$ cat src/rtl/multicycle_main_controller.sv
// Main control FSM for the multi-cycle MIPS datapath.
// Sequences fetch/decode/execute/memory/writeback and drives datapath controls.
//
// Ports:
//   clk, rst_n   clock (rising edge), asynchronous active-low reset
//   opcode       IR[31:26], looked at only in DECODE
//   zero         ALU zero flag, looked at only in BRANCH
//   pc_load      PC enable (taken-branch qualified by zero)
//   i_or_d       memory address mux: 0=PC, 1=ALUOut
//   mem_read     memory read strobe
//   mem_write    memory write strobe
//   ir_write     instruction register load
//   mem_to_reg   RF write data: 0=ALUOut, 1=MDR
//   reg_dst      RF write address: 0=rt, 1=rd
//   reg_write    RF write enable
//   alu_src_a    0=PC, 1=A
//   alu_src_b    00=B, 01=4, 10=imm, 11=imm<<2
//   alu_op       00=add, 01=sub, 10=func field
//   pc_src       00=ALU result, 01=ALUOut, 10=jump target
//   instr_done   pulse in the final state of each instruction
//   illegal_op   pulse in DECODE for an unrecognised opcode
module multicycle_main_controller #(
    parameter logic [5:0] OP_RTYPE = 6'b000000,
    parameter logic [5:0] OP_LW    = 6'b100011,
    parameter logic [5:0] OP_SW    = 6'b101011,
    parameter logic [5:0] OP_BEQ   = 6'b000100,
    parameter logic [5:0] OP_J     = 6'b000010,
    parameter logic [5:0] OP_ADDI  = 6'b001000
) (
    input  logic       clk,
    input  logic       rst_n,
    input  logic [5:0] opcode,
    input  logic       zero,
    output logic       pc_load,
    output logic       i_or_d,
    output logic       mem_read,
    output logic       mem_write,
    output logic       ir_write,
    output logic       mem_to_reg,
    output logic       reg_dst,
    output logic       reg_write,
    output logic       alu_src_a,
    output logic [1:0] alu_src_b,
    output logic [1:0] alu_op,
    output logic [1:0] pc_src,
    output logic       instr_done,
    output logic       illegal_op
);

    typedef enum logic [3:0] {
        S_FETCH     = 4'd0,
        S_DECODE    = 4'd1,
        S_MEM_ADDR  = 4'd2,
        S_MEM_READ  = 4'd3,
        S_MEM_WB    = 4'd4,
        S_MEM_WRITE = 4'd5,
        S_R_EXEC    = 4'd6,
        S_R_WB      = 4'd7,
        S_ADDI_EXEC = 4'd8,
        S_ADDI_WB   = 4'd9,
        S_BRANCH    = 4'd10,
        S_JUMP      = 4'd11
    } state_t;

    // Registered Moore controls. pc_uncond is the unconditional PC
    // enable; is_branch and is_decode gate the two inputs that are
    // combined combinationally (zero and opcode).
    typedef struct packed {
        logic       pc_uncond;
        logic       is_branch;
        logic       is_decode;
        logic       i_or_d;
        logic       mem_read;
        logic       mem_write;
        logic       ir_write;
        logic       mem_to_reg;
        logic       reg_dst;
        logic       reg_write;
        logic       alu_src_a;
        logic [1:0] alu_src_b;
        logic [1:0] alu_op;
        logic [1:0] pc_src;
        logic       instr_done;
    } ctrl_t;

    state_t state_q;
    ctrl_t  ctrl_q;
    logic   armed_q;
    logic   store_q;

    function automatic logic is_legal(input logic [5:0] op);
        logic ok;
        ok = 1'b0;
        case (op)
            OP_RTYPE, OP_LW, OP_SW,
            OP_BEQ, OP_J, OP_ADDI: ok = 1'b1;
            default:               ok = 1'b0;
        endcase
        return ok;
    endfunction

    function automatic ctrl_t ctrl_of(input state_t s);
        ctrl_t c;
        c = '0;
        case (s)
            S_FETCH: begin
                c.mem_read  = 1'b1;
                c.ir_write  = 1'b1;
                c.alu_src_b = 2'b01;
                c.pc_uncond = 1'b1;
            end
            S_DECODE: begin
                c.alu_src_b = 2'b11;
                c.is_decode = 1'b1;
            end
            S_MEM_ADDR: begin
                c.alu_src_a = 1'b1;
                c.alu_src_b = 2'b10;
            end
            S_MEM_READ: begin
                c.mem_read = 1'b1;
                c.i_or_d   = 1'b1;
            end
            S_MEM_WB: begin
                c.reg_write  = 1'b1;
                c.mem_to_reg = 1'b1;
                c.instr_done = 1'b1;
            end
            S_MEM_WRITE: begin
                c.mem_write  = 1'b1;
                c.i_or_d     = 1'b1;
                c.instr_done = 1'b1;
            end
            S_R_EXEC: begin
                c.alu_src_a = 1'b1;
                c.alu_op    = 2'b10;
            end
            S_R_WB: begin
                c.reg_write  = 1'b1;
                c.reg_dst    = 1'b1;
                c.instr_done = 1'b1;
            end
            S_ADDI_EXEC: begin
                c.alu_src_a = 1'b1;
                c.alu_src_b = 2'b10;
            end
            S_ADDI_WB: begin
                c.reg_write  = 1'b1;
                c.instr_done = 1'b1;
            end
            S_BRANCH: begin
                c.alu_src_a  = 1'b1;
                c.alu_op     = 2'b01;
                c.pc_src     = 2'b01;
                c.is_branch  = 1'b1;
                c.instr_done = 1'b1;
            end
            S_JUMP: begin
                c.pc_src     = 2'b10;
                c.pc_uncond  = 1'b1;
                c.instr_done = 1'b1;
            end
            default: c = '0;
        endcase
        return c;
    endfunction

    function automatic state_t next_of(
        input state_t     s,
        input logic [5:0] op,
        input logic       st
    );
        state_t n;
        n = S_FETCH;
        case (s)
            S_FETCH: n = S_DECODE;
            S_DECODE: begin
                case (op)
                    OP_LW, OP_SW: n = S_MEM_ADDR;
                    OP_RTYPE:     n = S_R_EXEC;
                    OP_BEQ:       n = S_BRANCH;
                    OP_J:         n = S_JUMP;
                    OP_ADDI:      n = S_ADDI_EXEC;
                    default:      n = S_FETCH;
                endcase
            end
            S_MEM_ADDR:  n = st ? S_MEM_WRITE : S_MEM_READ;
            S_MEM_READ:  n = S_MEM_WB;
            S_R_EXEC:    n = S_R_WB;
            S_ADDI_EXEC: n = S_ADDI_WB;
            default:     n = S_FETCH;
        endcase
        return n;
    endfunction

    // After reset release the first edge only arms the FSM and loads
    // the FETCH controls, so the first FETCH after reset runs with all
    // strobes low. An unreachable encoding takes the same path.
    always_ff @(posedge clk or negedge rst_n) begin
        if (!rst_n) begin
            state_q <= S_FETCH;
            ctrl_q  <= '0;
            armed_q <= 1'b0;
            store_q <= 1'b0;
        end else if (!armed_q) begin
            state_q <= S_FETCH;
            ctrl_q  <= ctrl_of(S_FETCH);
            armed_q <= 1'b1;
        end else if (state_q > S_JUMP) begin
            state_q <= S_FETCH;
            ctrl_q  <= '0;
            armed_q <= 1'b0;
        end else begin
            state_q <= next_of(state_q, opcode, store_q);
            ctrl_q  <= ctrl_of(next_of(state_q, opcode, store_q));
            if (state_q == S_DECODE) begin
                store_q <= (opcode == OP_SW);
            end
        end
    end

    assign pc_load    = ctrl_q.pc_uncond | (ctrl_q.is_branch & zero);
    assign illegal_op = ctrl_q.is_decode & ~is_legal(opcode);
    assign i_or_d     = ctrl_q.i_or_d;
    assign mem_read   = ctrl_q.mem_read;
    assign mem_write  = ctrl_q.mem_write;
    assign ir_write   = ctrl_q.ir_write;
    assign mem_to_reg = ctrl_q.mem_to_reg;
    assign reg_dst    = ctrl_q.reg_dst;
    assign reg_write  = ctrl_q.reg_write;
    assign alu_src_a  = ctrl_q.alu_src_a;
    assign alu_src_b  = ctrl_q.alu_src_b;
    assign alu_op     = ctrl_q.alu_op;
    assign pc_src     = ctrl_q.pc_src;
    assign instr_done = ctrl_q.instr_done;

endmodule

$ cat config.mk
export PLATFORM = sky130hd
export DESIGN_NAME = multicycle_main_controller
export DESIGN_NICKNAME = d
export VERILOG_FILES = /design/src/rtl/multicycle_main_controller.sv
export SDC_FILE = /design/constraint.sdc
export NUM_CORES = 1
export LEC_CHECK = 0
export CAP_MARGIN = 20
export CORE_UTILIZATION = 60
export DETAILED_ROUTE_END_ITERATION = 12
export DONT_BUFFER_PORTS = 1
export PLACE_DENSITY = 0.76
export SLEW_MARGIN = 10
export SYNTH_ARGS = -nofsm -noshare
export SYNTH_HDL_FRONTEND = slang
export SYNTH_SLANG_ARGS = --single-unit
$ cat constraint.sdc
create_clock -name clk -period 2 [get_ports clk]
set_input_delay 0.2 -clock clk [delete_from_list [all_inputs] [get_ports clk]]
set_output_delay 0.2 -clock clk [all_outputs]
set_load 0.05 [all_outputs]
==> flow_metrics.tcl, run 1 <==
set metrics [dict create \
    status "complete, no violations" \
    crit_start "state_q[2]" \
    wirelength_um 2196 \
    finalSetupViolations 0 \
    post-route-drc-count 0 \
    crit_required_ps 2210 \
    synthTopCellsByCount "dfrtp_1 (22), nor2_1 (12), nand2_1 (9)" \
    fmax_mhz 523.0 \
    power_w 0.001669 \
    tightest_slew_ps 931.2 \
    regToRegSetupSlack_ps 90 \
    finalNonFillerCells 139 \
    drv_slew 0 \
    clkTransAtPathRegs_ps 120 \
    ys_ff_latch 22 \
    first_pass_iters 4 \
    grt_remaining_overflow 0 \
    slowest_delay_ps 560 \
    syn-num-nets 119 \
    path_max_fanout 9 \
    vias_per_cell 6.151 \
    cellLeakagePower_nw 0.5399 \
    synth_cell_type_count 42 \
    rsz0062_at_grt "yes" \
    ios 26 \
    tritoncts "done" \
    die-area_um2 2076 \
    grt_pass1_wl_um 3608 \
    synth_top_area_share_pct 48.35 \
    die_h_um 45.56 \
    drive_gt1_share_pct 17.54 \
    port_buffers 0 \
    worst_path_max_delay_cell "or4b_1" \
    yosysWarningCount 0 \
    maxCapViolations 0 \
    coreArea_um2 1745 \
    grt_max_degree 23 \
    regMostFlops "state_q" \
    die_x_um 45.56 \
    synth.most_common_cell "dfrtp_1" \
    antenna_found_initial 0 \
    cts_resized 0 \
    track_usage_pct 25.75 \
    final_antenna_net_count 0 \
    worst_ep_arrival_time_ps 2120 \
    worstHoldPathType "in -> reg" \
    r2r-start "state_q[2]" \
    vias 855 \
    diodes 0 \
    synth-edff-count 0 \
    irDropWorstVdd_uv 724.1 \
    wl_met3_um 81 \
    grt_pass1_vias 753 \
    min_from "opcode[3]" \
    cts-buffers-inserted 3 \
    hold_viol_final 0 \
    r2r_cells 5 \
    criticalPathCategory "reg -> reg" \
    netlist_area_um2 1139 \
    final.min_clock_period_ps 1912 \
    worst_slack_ps 87.91 \
    timing.rr.end "alu_src_b[0]" \
    clkLatencyLatePin_ps 310 \
    period_share_pct 95.60 \
    clock_tree.buffer_depth 2 \
    end_kind "register" \
    wl_per_cell_um 15.80 \
    largest_reg_flops 4 \
    synth_top_cells_by_area "dfrtp_1 (48%), buf_4 (4.0%), nor2_1 (4.0%)" \
    postSynthAreaPerCell_um2 10.35 \
    drt-met1-wl_um 961 \
    synth_flop_cell "dfrtp_1" \
    hpwl_um 1633 \
    nNetsFinal 124 \
    gp_congestion 0.8208 \
    clock_skew_ps 2.832 \
    drtIter0Drc 37 \
    ys_async_sr_fraction_pct 100.0 \
    endpoint "alu_src_b[0]" \
    p_per_area_nw_per_um2 1372 \
    syn_to_final_growth_pct 6.814 \
    cts_root_buf "clkbuf_4" \
    dp_cells 133 \
    path_cells "or4b_1, a21o_1, a21oi_4, o41ai_2, or2_1" \
    maxSlewHeadroom_pct 37.72 \
    dr_wl_met2_um 1081 \
    rows 15 \
    yosysSeqAreaShare_pct 48.35 \
    maxUsedRoutingLayer "met4" \
    pre_cts_ws_ps 89.95 \
    syn_inst 110 \
    yosysTopAreaCell "dfrtp_1" \
    h-tree-depth 1 \
    cts.sinks 22 \
    initial_core_util_pct 65.23 \
    cp-start-kind "register" \
]
## worst max-delay path: cells and delay by family (launching register included)
family / cells / cell delay [ps]
simple gates: 2 / 800
compound gates: 3 / 590
flops: 1 / 410
## logic make-up after synthesis
group                    synth area share (%)
multiplexers                           0.8792
AO/OA/AOI/OAI                           17.25
flip-flops                              48.35
adder cells (fa/ha/maj)                0.8792
AND/OR/NAND/NOR                         24.73
buffers and inverters                   7.142
XOR/XNOR                               0.7694
## through the flow
stage	instance area [um^2]	util [%]	setup TNS [ps]	hold slack (ps)
2_1_floorplan	1139	-	0	-95.59
3_3_place_gp	1160	66.45	0	-95.17
3_5_place_dp	1160	66.45	0	-95.18
4_1_cts	1216	69.68	0	17.32
5_1_grt	1216	69.68	-25.09	6.194
6_report	1216	69.68	0	16.57
## worst min path at each step
| stage | endpoint | cells after the start |
|---|---|---|
| 3_5_place_dp | ctrl_q[17] | 0 |
| 5_1_grt | store_q | 2 |
| 6_report | store_q | 2 |
| 2_1_floorplan | alu_op[0] | 0 |
| 3_3_place_gp | alu_src_b[0] | 0 |
| 4_1_cts | store_q | 2 |
## what timing repair did
action	CTS	global route
endpoints found under the hold margin	23	0
endpoints found under the setup margin	0	4
setup buffers	0	0
hold buffers	2	0
## power by group
group	switching, W	internal, W
combinational	0.000353	0.000254
sequential	0.000275	0.000546
clock	0.000131	0.000111
total	0.000758	0.000911
## cells in the final DEF, fill, tap and decap left out, drive strengths merged, types with 2 or more instances in the layout
cell type | Yosys | routed
inv | 3 | 3
o31a | 2 | 2
o41ai | 2 | 2
nor4b | 2 | 2
dlygate4sd3 | 0 | 2
and3 | 2 | 2
nand2 | 9 | 9
a21oi | 5 | 5
dfrtp | 22 | 22
a31o | 2 | 2
a21o | 2 | 2
nor2b | 2 | 2
nor3 | 2 | 2
buf | 9 | 8
clkbuf | 1 | 4
and2 | 4 | 4
nand3 | 3 | 3
nor2 | 12 | 12
nor4 | 2 | 2
or2 | 2 | 2
o21ai | 5 | 5
nand3b | 2 | 2
or3 | 2 | 2
nand4b | 2 | 2
## per-layer routing
layer | vias to the layer above | global-route usage, %
met5 | - | 0
met4 | 0 | 18.18
met3 | 6 | 3.571
met2 | 31 | 38.00
met1 | 419 | 34.42
li1 | 399 | -
## area by class of cell
class | count | area [um^2]
Clock buffer | 4 | 36.28
Sequential cell | 22 | 550.5
Timing Repair Buffer | 10 | 80.08
Tap cell | 25 | 31.28
Fill cell | 135 | 529.3
Inverter | 3 | 11.26
Multi-Input combinational cell | 75 | 506.7
Power figures use the tool's default switching activity.
==> run 2, diff against run 1 <==
--- a/config.mk
+++ b/config.mk
@@ -6,11 +6,14 @@
 export NUM_CORES = 1
 export LEC_CHECK = 0
 export CAP_MARGIN = 20
-export CORE_UTILIZATION = 60
+export CELL_PAD_IN_SITES_DETAIL_PLACEMENT = 0
+export CELL_PAD_IN_SITES_GLOBAL_PLACEMENT = 1
+export CORE_ASPECT_RATIO = 0.7
+export CORE_UTILIZATION = 46
 export DETAILED_ROUTE_END_ITERATION = 12
 export DONT_BUFFER_PORTS = 1
-export PLACE_DENSITY = 0.76
-export SLEW_MARGIN = 10
+export PLACE_DENSITY_LB_ADDON = 0.1
+export SLEW_MARGIN = 20
 export SYNTH_ARGS = -nofsm -noshare
 export SYNTH_HDL_FRONTEND = slang
 export SYNTH_SLANG_ARGS = --single-unit
==> flow_metrics.tcl, run 2 (same netlist as run 1, synthesis figures left out) <==
set metrics [dict create \
    wl_met3_um 160 \
    port_buffers 0 \
    status "complete, no violations" \
    cp-start-kind "register" \
    tightest_slew_ps 661.9 \
    worst_slack_ps 97.86 \
    worstHoldPathType "in -> reg" \
    drv_slew 0 \
    pre_cts_ws_ps 116.6 \
    hold_viol_final 0 \
    clkLatencyLatePin_ps 300 \
    hpwl_um 1787 \
    p_per_area_nw_per_um2 1414 \
    nNetsFinal 127 \
    final_common_cell "dfrtp_1" \
    final_cell_mix "dfrtp_1 (21), nor2_1 (12), nand2_1 (9), buf_4 (9)" \
    swShare_pct 43.17 \
    wirelength_um 2344 \
    path_cells "or4b_1, a21o_1, a21oi_4, buf_4, nor2_1, and2_1" \
    path_max_fanout 7 \
    diodes 0 \
    die_h_um 43.63 \
    syn_to_final_growth_pct 12.09 \
    initial_core_util_pct 50.78 \
    final.min_clock_period_ps 1902 \
    rsz0062_at_grt "no" \
    maxSlewHeadroom_pct 55.87 \
    clock_tree.buffer_depth 2 \
    post-route-drc-count 0 \
    criticalPathCategory "reg -> reg" \
    worst_ep_arrival_time_ps 2110 \
    min_path_cells 2 \
    grt_pass1_wl_um 3926 \
    cts.sinks 22 \
    first_pass_iters 4 \
    h-tree-depth 1 \
    grt_remaining_overflow 0 \
    cts_root_buf "clkbuf_4" \
    tritoncts "done" \
    cellLeakagePower_nw 0.5602 \
    wl_per_cell_um 15.73 \
    clkTransAtPathRegs_ps 120 \
    ios 26 \
    grt_pass1_vias 764 \
    drtIter0Drc 54 \
    crit_family "simple AND/OR/NAND/NOR gates" \
    crit_buf_inv 1 \
    r2r_cells 6 \
    rows 14 \
    end_kind "register" \
    worst_path_max_delay_cell "or4b_1" \
    fillers 211 \
    power_frac_seq_pct 45.8 \
    worst-path-stages 6 \
    cts-buffers-inserted 3 \
    gp_congestion 0.8791 \
    antenna_found_initial 0 \
    fmax_mhz 525.7 \
    final_antenna_net_count 0 \
    cts_setup_buffers 0 \
    coreArea_um2 2242 \
    track_usage_pct 20.67 \
    die_x_um 61.47 \
    drt-met1-wl_um 1149 \
    grt_max_degree 23 \
    tns_ps 0 \
    maxUsedRoutingLayer "met4" \
    drive_gt1_share_pct 19.66 \
    period_share_pct 95.11 \
    irDropWorstVdd_uv 534.6 \
    maxCapViolations 0 \
    finalSetupViolations 0 \
    switchingPower_w 0.0007789 \
    largest_reg_flops 4 \
    clockPowerShare_pct 18.4 \
    die-area_um2 2681 \
    vias 869 \
    pwr-share-comb_pct 35.8 \
    regMostFlops "state_q" \
    clock_skew_ps 3.085 \
    p_int_w 0.001026 \
    dr_wl_met2_um 1021 \
    vias_per_cell 5.832 \
    slowest_delay_ps 520 \
    crit_required_ps 2210 \
]
## run 2: final cells by class
class                      count  area, um^2  share of cell area (%)
sequential                    22       551.8                   43.24
multi-input combinational     75       518.0                   40.59
timing repair buffer          13       102.6                   8.039
tap                           32       40.04                   3.137
clock inverter                 1       30.03                   2.353
clock buffer                   3       22.52                   1.765
inverter                       3       11.26                  0.8824
## run 2: per-layer routing
| metal | GRT usage [%] | vias up |
|---|---|---|
| li1 | - | 403 |
| met1 | 33.83 | 427 |
| met2 | 26.96 | 37 |
| met3 | 5.373 | 2 |
| met4 | 4.000 | 0 |
| met5 | 0 | - |
## run 2: what timing repair did
action                     4_1_cts  5_1_grt
resized for setup                0        3
hold buffers                     2        2
hold endpoints to repair        23       23
setup endpoints to repair        0        3
## run 2: stage by stage
| step | cells | util [%] | total power [W] | hold WS [ps] | area (um^2) |
|---|---|---|---|---|---|
| 2_1_floorplan | 110 | - | 0.001315 | -95.59 | 1139 |
| 3_3_place_gp | 141 | 52.46 | 0.001429 | -95.17 | 1176 |
| 3_5_place_dp | 141 | 52.46 | 0.001433 | -95.17 | 1176 |
| 4_1_cts | 147 | 55.69 | 0.001782 | 4.331 | 1249 |
| 5_1_grt | 149 | 56.92 | 0.001915 | 108.7 | 1276 |
| 6_report | 149 | 56.92 | 0.001804 | 130.3 | 1276 |
## run 2: path summary, 6_finish.rpt
kind / start / slack, ps / to
max in group asynchronous: rst_n / 1270 / state_q[2]
max: state_q[2] / 100 / mem_to_reg
min reg2reg: store_q / 540 / store_q
min: opcode[0] / 130 / ctrl_q[17]
min in group asynchronous: rst_n / 370 / ir_write
max reg2reg: state_q[2] / 100 / mem_to_reg
## run 2: power by group through the flow
stage               clock [W]  sequential [W]  combinational [W]
global placement            0        0.000835           0.000594
finish               0.000332        0.000827           0.000646
detailed placement          0        0.000836           0.000596
CTS                  0.000343        0.000826           0.000612
global route         0.000371        0.000842           0.000702
floorplan                   0        0.000732           0.000583
==> run 3, diff against run 2 <==
--- a/config.mk
+++ b/config.mk
@@ -9,6 +9,7 @@
 export CELL_PAD_IN_SITES_DETAIL_PLACEMENT = 0
 export CELL_PAD_IN_SITES_GLOBAL_PLACEMENT = 1
 export CORE_ASPECT_RATIO = 0.7
+export CORE_MARGIN = 8
 export CORE_UTILIZATION = 46
 export DETAILED_ROUTE_END_ITERATION = 12
 export DONT_BUFFER_PORTS = 1
==> flow_metrics.tcl, run 3 (same netlist as run 1, synthesis figures left out) <==
set metrics [dict create \
    status "complete, no violations" \
    final.min_clock_period_ps 1879 \
    nNetsFinal 127 \
    tightest_slew_ps 655.8 \
    grt_remaining_overflow 0 \
    h-tree-depth 1 \
    rows 15 \
    wl_per_cell_um 15.94 \
    ios 26 \
    die_h_um 57.63 \
    slowest_delay_ps 520 \
    diodes 0 \
    cts.sinks 22 \
    hold_viol_final 0 \
    worst_ep_arrival_time_ps 2090 \
    holdWs_ps 24.01 \
    die-area_um2 4349 \
    crit_required_ps 2220 \
    grt_pass1_vias 828 \
    track_usage_pct 12.44 \
    cts-buffers-inserted 3 \
    cellLeakagePower_nw 0.5599 \
    final_cell_mix "dfrtp_1 (20), nor2_1 (12), buf_4 (10)" \
    clock_skew_ps 8.585 \
    path_cells "or4b_1, a21o_1, a21oi_4, buf_4, nor2_1, and2_1" \
    gp_congestion 0.8127 \
    r2r_cells 6 \
    period_share_pct 93.94 \
    clock_tree.buffer_depth 2 \
    irDropWorstVdd_uv 690.6 \
    end_kind "register" \
    min_to "store_q" \
    p_per_area_nw_per_um2 1423 \
    grt_max_degree 23 \
    criticalPathCategory "reg -> reg" \
    r2r-start "state_q[2]" \
    die_x_um 75.47 \
    port_buffers 0 \
    drtIter0Drc 38 \
    tns_ps 0 \
    worstHoldPathType "in -> reg" \
    antenna_found_initial 0 \
    clkLatencyLatePin_ps 310 \
    path_max_fanout 6 \
    syn_to_final_growth_pct 12.20 \
    vias 853 \
    drive_gt1_share_pct 21.37 \
    final_common_cell "dfrtp_1" \
    finalSetupViolations 0 \
    fmax_mhz 532.2 \
    largest_reg_flops 4 \
    regMostFlops "state_q" \
    tritoncts "done" \
    vias_per_cell 5.649 \
    clkTransAtPathRegs_ps 120 \
    timing.rr.end "mem_to_reg" \
    cts_root_buf "clkbuf_4" \
    maxCapViolations 0 \
    initial_core_util_pct 47.40 \
    post-route-drc-count 0 \
    first_pass_iters 4 \
    regToRegSetupSlack_ps 120 \
    min_path_cells 2 \
    fillers 232 \
    utilization_pct 53.18 \
    grt_pass1_wl_um 4133 \
    drv_slew 0 \
    final_antenna_net_count 0 \
    maxSlewHeadroom_pct 55.88 \
    hpwl_um 1857 \
    worst_path_max_delay_cell "or4b_1" \
    coreArea_um2 2402 \
    cts_setup_buffers 0 \
    min_from "opcode[3]" \
    cp-start-kind "register" \
    wirelength_um 2407 \
    rsz0062_at_grt "no" \
]
## run 3: cell types whose count changed in the layout (fill, tap and decap cells not counted)
cell	delta
buf_4	+1
dfrtp_1	-1
dfrtp_2	+1
dlygate4sd3_1	-1
## run 3: worst max-delay path, delay by kind of cell (launching register included)
kind                   cells  cell delay, ps
flip-flops                 1             450
AND/OR/NAND/NOR            3             750
buffers and inverters      1             180
AO/OA/AOI/OAI              2             410
## run 3: layout make-up
type / instances / area, um^2 / share of cell area, %
repair buffers: 13 / 100.1 / 7.835
clock buffers: 3 / 22.52 / 1.763
well taps: 34 / 42.54 / 3.330
multi-input cells: 75 / 518.0 / 40.55
flip-flops and latches: 22 / 553.0 / 43.29
inverters: 3 / 11.26 / 0.8815
clock inverters: 1 / 30.03 / 2.351
## run 3: metal layers
layer  up-vias  global-route usage, %  part of all wire [%]
met1       419                  17.20                    47
met5         -                      0                     0
met4         0                  3.270                  0.37
met2        28                  17.91                    44
li1        404                      -                     -
met3         2                  4.131                   9.2
## run 3: how the worst max path moves through the flow
stage	start	to	slack, ps
after floorplan	state_q[1]	alu_src_b[0]	190
after global placement	state_q[1]	mem_to_reg	120
after detailed placement	state_q[1]	alu_src_b[0]	140
after CTS	state_q[1]	alu_src_b[0]	100
after global routing	state_q[1]	mem_to_reg	20
final	state_q[2]	mem_to_reg	120
## run 3: where the power goes
group          internal [W]  total [W]  leakage [nW]  switching [W]
registers          0.000548   0.000835         0.282       0.000287
clock network      0.000203   0.000332        0.0279       0.000129
logic              0.000290   0.000651         0.250       0.000361
## run 3: repair_timing
| action | 4_1_cts | 5_1_grt |
|---|---|---|
| endpoints found under the setup margin | 0 | 4 |
| hold endpoints to repair | 23 | 22 |
| resized for setup | 0 | 4 |
| hold buffers | 2 | 1 |
## run 3: per-stage QoR
stage               power, W  cell area, um^2  worst slack (ps)  cells
floorplan           0.001315             1139             190.4    110
global placement    0.001453             1186             121.1    144
detailed placement  0.001455             1186             137.8    144
CTS                 0.001801             1259             100.1    150
global route        0.001945             1277             23.29    151
finish              0.001818             1277             121.1    151
